### config.mk
export PLATFORM = sky130hd
export DESIGN_NAME = alu_op_driver
export DESIGN_NICKNAME = d
export VERILOG_FILES = /design/src/rtl/alu_op_driver.sv
export SDC_FILE = /design/constraint.sdc
export NUM_CORES = 1
export LEC_CHECK = 0
export BUFFER_PORTS_ARGS = -buffer_cell sky130_fd_sc_hd__buf_4
export CAP_MARGIN = 5
export CORE_MARGIN = 8
export CORE_UTILIZATION = 60
export DETAILED_ROUTE_END_ITERATION = 7
export GPL_ROUTABILITY_DRIVEN = 0
export PLACE_DENSITY = 0.83
export SLEW_MARGIN = 30
export SYNTH_ARGS = -nofsm -noshare
export SYNTH_HDL_FRONTEND = slang
export SYNTH_SLANG_ARGS = --single-unit
### constraint.sdc
create_clock -name clk -period 4.1 [get_ports clk]
set_input_delay 0.41 -clock clk [delete_from_list [all_inputs] [get_ports clk]]
set_output_delay 0.41 -clock clk [all_outputs]
set_load 0.01 [all_outputs]
### src/rtl/alu_op_driver.sv
// alu_op_driver: buffers ALU commands in a small FIFO, drives each one's operands onto an
// external combinational ALU, waits SETTLE cycles, then captures the result and holds it
// until the consumer accepts it.
module alu_op_driver #(
    parameter int unsigned DEPTH  = 4,
    parameter int unsigned SETTLE = 2
) (
    input  logic                   clk,
    input  logic                   rst,
    input  logic                   cmd_valid,
    output logic                   cmd_ready,
    input  logic [4:0]             cmd_a,
    input  logic [4:0]             cmd_b,
    input  logic [3:0]             cmd_s,
    output logic [4:0]             A,
    output logic [4:0]             B,
    output logic [3:0]             S,
    input  logic [4:0]             Alu,
    output logic                   res_valid,
    input  logic                   res_ready,
    output logic [4:0]             res_data,
    output logic [3:0]             res_s,
    output logic                   busy,
    output logic [$clog2(DEPTH):0] fifo_count
);

    localparam int unsigned PtrW = $clog2(DEPTH);
    localparam int unsigned CntW = $clog2(DEPTH) + 1;
    localparam int unsigned SetW = $clog2(SETTLE) + 1;

    typedef logic [PtrW-1:0] ptr_t;
    typedef logic [CntW-1:0] cnt_t;
    typedef logic [SetW-1:0] set_t;

    typedef struct packed {
        logic [4:0] a;
        logic [4:0] b;
        logic [3:0] s;
    } cmd_t;

    typedef enum logic [1:0] {
        StIdle,
        StDrive,
        StHold
    } state_e;

    // FIFO storage and bookkeeping
    cmd_t   mem_q [DEPTH];
    ptr_t   wr_ptr_q, wr_ptr_d;
    ptr_t   rd_ptr_q, rd_ptr_d;
    cnt_t   count_q, count_d;

    // Sequencer state
    state_e     state_q, state_d;
    set_t       settle_q, settle_d;
    logic [4:0] a_q, a_d;
    logic [4:0] b_q, b_d;
    logic [3:0] s_q, s_d;
    logic       res_valid_q, res_valid_d;
    logic [4:0] res_data_q, res_data_d;
    logic [3:0] res_s_q, res_s_d;

    logic push;
    logic pop;
    cmd_t head;

    assign cmd_ready = (count_q < cnt_t'(DEPTH));
    assign push      = cmd_valid && cmd_ready;
    // Only an idle sequencer consumes from the FIFO; a full FIFO never stalls it.
    assign pop       = (state_q == StIdle) && (count_q != '0);
    assign head      = mem_q[rd_ptr_q];

    // FIFO pointer and occupancy next-state; pointers wrap naturally (DEPTH is a power of 2)
    always_comb begin
        wr_ptr_d = wr_ptr_q;
        rd_ptr_d = rd_ptr_q;
        count_d  = count_q;
        if (push) begin
            wr_ptr_d = wr_ptr_q + ptr_t'(1);
        end
        if (pop) begin
            rd_ptr_d = rd_ptr_q + ptr_t'(1);
        end
        case ({push, pop})
            2'b10:   count_d = count_q + cnt_t'(1);
            2'b01:   count_d = count_q - cnt_t'(1);
            default: count_d = count_q;
        endcase
    end

    // Sequencer next-state: load operands on pop, settle, capture, hold for handshake
    always_comb begin
        state_d     = state_q;
        settle_d    = settle_q;
        a_d         = a_q;
        b_d         = b_q;
        s_d         = s_q;
        res_valid_d = res_valid_q;
        res_data_d  = res_data_q;
        res_s_d     = res_s_q;
        unique case (state_q)
            StIdle: begin
                if (pop) begin
                    a_d      = head.a;
                    b_d      = head.b;
                    s_d      = head.s;
                    settle_d = '0;
                    state_d  = StDrive;
                end
            end
            StDrive: begin
                settle_d = settle_q + set_t'(1);
                // Operands have been stable for SETTLE cycles by the end of this cycle.
                if (settle_q == set_t'(SETTLE - 1)) begin
                    res_data_d  = Alu;
                    res_s_d     = s_q;
                    res_valid_d = 1'b1;
                    state_d     = StHold;
                end
            end
            StHold: begin
                if (res_ready) begin
                    res_valid_d = 1'b0;
                    state_d     = StIdle;
                end
            end
            default: begin
                state_d = StIdle;
            end
        endcase
    end

    // State registers with synchronous reset; reset wins over any push, pop or handshake
    always_ff @(posedge clk) begin
        if (rst) begin
            wr_ptr_q    <= '0;
            rd_ptr_q    <= '0;
            count_q     <= '0;
            state_q     <= StIdle;
            settle_q    <= '0;
            a_q         <= '0;
            b_q         <= '0;
            s_q         <= '0;
            res_valid_q <= 1'b0;
            res_data_q  <= '0;
            res_s_q     <= '0;
        end else begin
            wr_ptr_q    <= wr_ptr_d;
            rd_ptr_q    <= rd_ptr_d;
            count_q     <= count_d;
            state_q     <= state_d;
            settle_q    <= settle_d;
            a_q         <= a_d;
            b_q         <= b_d;
            s_q         <= s_d;
            res_valid_q <= res_valid_d;
            res_data_q  <= res_data_d;
            res_s_q     <= res_s_d;
        end
    end

    // FIFO storage write; contents need no reset since occupancy gates every read
    always_ff @(posedge clk) begin
        if (!rst && push) begin
            mem_q[wr_ptr_q] <= '{a: cmd_a, b: cmd_b, s: cmd_s};
        end
    end

    assign A          = a_q;
    assign B          = b_q;
    assign S          = s_q;
    assign res_valid  = res_valid_q;
    assign res_data   = res_data_q;
    assign res_s      = res_s_q;
    assign busy       = (state_q != StIdle);
    assign fifo_count = count_q;

endmodule
==> results.yml <==
clocking:
  clock_tree.buffer_depth: 2
  cts_made_buffers: 9
  cts_root_buffer: "clkbuf_8"
  htreeDepth: 3
  clkTransAtPathRegs_ps: 100
  cts_tree: "yes"
  cts_setup_buffers: 0
  cts_num_sinks: 91
  ctsHoldBuffers: 0
  clk_latency_ps: 370
  cts_resized: 0
power_and_ir_drop:
  p_sw_w: 0.0008992
  p_per_area_nw_per_um2: 631.2
  p_sw_share_pct: 34.21
  p_clk_share_pct: 23.0
  finalPower_w: 0.002628
  p_leak_nw: 1.573
  seqPwrFrac_pct: 47.3
  max-vdd-ir-drop_uv: 348.3
  p_comb_share_pct: 29.8
  intPower_w: 0.001729
floorplan:
  die_area_um2: 8669
  die_w_um: 93.11
  chipHeight_um: 93.11
  io_pins: 52
  fp-row-count: 28
  core_area_um2: 5851
  start_util_pct: 60.97
global_route:
  grt_usage_pct: 15.75
  grt_antenna_before_repair: 0
  gr-total-overflow: 0
  grt_pass1_vias: 2096
  grt_max_degree: 38
  grt_pass1_wl_mm: 10.40
detailed_routing:
  ant_nets: 0
  viasPerCell: 5.665
  drc: 0
  num_vias: 2113
  firstDrtPassIters: 4
  drt_wl_total_mm: 6.460
  drt_iter0_markers: 79
  avgRoutedWirePerCell_um: 17.32
sta:
  rsz0062_at_grt: "no"
  skew_ps: 11.43
  fin_setup_tns_ps: 0
  relSlewSlack_pct: 49.31
  post-route-period-util_pct: 61.84
  hold_violations: 0
  drv_slew: 0
  max_freq_ghz: 0.3944
  period_needed_ps: 2535
  setup_viol: 0
  worstMarginPinSlew_ps: 760.3
job:
  maxCapViolCount: 0
logic_synthesis:
  syn_area_per_cell_um2: 14.56
  synth_ff_type: "edfxtp_1"
  synth_area_leaders: "edfxtp_1 (47%), dfxtp_1 (20%), mux4_2 (6.3%)"
  yosys_warnings: 0
  synthesis.instances: 245
  ys_types: 35
  synth_seq_cells: 91
  synth_top_area_share_pct: 47.14
  synth-edff-count: 56
  synth.net_count: 275
  synthTopCellsByCount: "edfxtp_1 (56), dfxtp_1 (35), a21oi_1 (23), nor2_1 (18), o21ai_0 (15)"
  synth_largest_area_cell: "edfxtp_1"
  synthArstFlopShare_pct: 0
  syn-cell-area_um2: 3567
  ys_seq_area_share_pct: 66.78
  yosysMostFrequentCell: "edfxtp_1"
cells_and_area:
  final_area_um2: 4164
  fin_nets: 323
  fillers: 402
  diodes: 0
  area.growth.synth_to_final_pct: 16.73
  post_route_cells_drive_above_1_share_pct: 28.19
  finalNonFillerCells: 373
  final_core_util_pct: 71.17
place:
  hpwl_mm: 4.470
  io_buffers: 51
  placed_area_um2: 3956
  dp.cells: 357
worst_hold_path:
  min_path_type: "in -> reg"
setup_path:
  arrival_ps: 2830
  max_stage_delay_ps: 380
  cp-start-kind: "flop"
  crit_top_cell: "inv_1"
  cp_slowest_cell: "fa_1"
  cpLargestDelayFamily: "simple AND/OR/NAND/NOR gates"
  crit_fanout: 20
  crit_type: "reg -> reg"
  endpoint_kind: "flop"
  required_ps: 4390
  crit_buf_inv: 3
  worstPathCellList: "nor2_2 > buf_4 > inv_1 > nor2_1 > ha_1 > inv_1 > fa_1 > xor2_1 > or3_1 > a21oi_1"
outcome:
  outcome: "finished clean"
## metrics by stage
stage,worst slack [ps],hold WS [ps]
floorplan,1944,468.4
global placement,1743,468.5
detailed placement,1583,485.4
CTS,1563,217.1
global route,1376,216.5
finish,1565,236.5
## cells by family after synthesis
logic type,share of synthesized area [%]
AO/OA/AOI/OAI,6.804
buffers and inverters,3.753
AND/OR/NAND/NOR,7.471
adder cells (fa/ha/maj),2.666
flip-flops,66.78
multiplexers,11.79
XOR/XNOR,0.7367
## sequential cells by signal, indices dropped and copies added (netlist names)
name and flops:
mem_q 56, A 5, B 5, res_data 5, S 4, res_s 4, fifo_count 3, rd_ptr_q 2
settle_q 2, state_q 2, wr_ptr_q 2, res_valid 1
## metal layers
| metal | GRT usage, % | part of all wire [%] | wire [um] |
|---|---|---|---|
| met5 | 0 | 0 | 0 |
| met1 | 18.88 | 40 | 2595 |
| met4 | 9.262 | 1.9 | 125 |
| met3 | 3.846 | 6.8 | 441 |
| met2 | 25.38 | 51 | 3298 |
## power by group through the flow
stage	clock network (W)	logic, W	registers, W
5_1_grt	0.000655	0.000859	0.00127
4_1_cts	0.000621	0.000792	0.00125
6_report	0.000603	0.000782	0.00124
3_3_place_gp	0	0.000757	0.00126
3_5_place_dp	0	0.000786	0.00127
2_1_floorplan	0	0.000596	0.00122
## worst paths after layout
path	start	end	slack (ps)	depth (start not counted)
worst max register to register	state_q[1]	fifo_count[2]	1560	10
worst min-delay path	cmd_a[4]	mem_q[0][13]	240	1
worst max-delay path	state_q[1]	fifo_count[2]	1560	10
worst min register to register	B[4]	B[4]	500	2
## final cells by class
class                           count  area [um^2]  share of cell area [%]
Sequential cell                    91         2384                   57.24
Timing Repair Buffer               52        390.4                   9.375
Inverter                           10        37.54                  0.9014
Tap cell                           75        93.84                   2.254
Clock buffer                        9        123.9                   2.975
Multi-Input combinational cell    129         1051                   25.24
Clock inverter                      7        83.83                   2.013
## cell usage in the layout, fill, tap and decap left out, drive strengths merged, types with 3 or more instances in the layout
master,count
edfxtp,56
buf,52
dfxtp,35
a21oi,23
nor2,19
o21ai,16
inv,15
nand3,14
mux4,14
mux2i,9
clkbuf,9
ha,6
and2,4
or3,3
nand2,3
(Power assumes the default switching activity.)
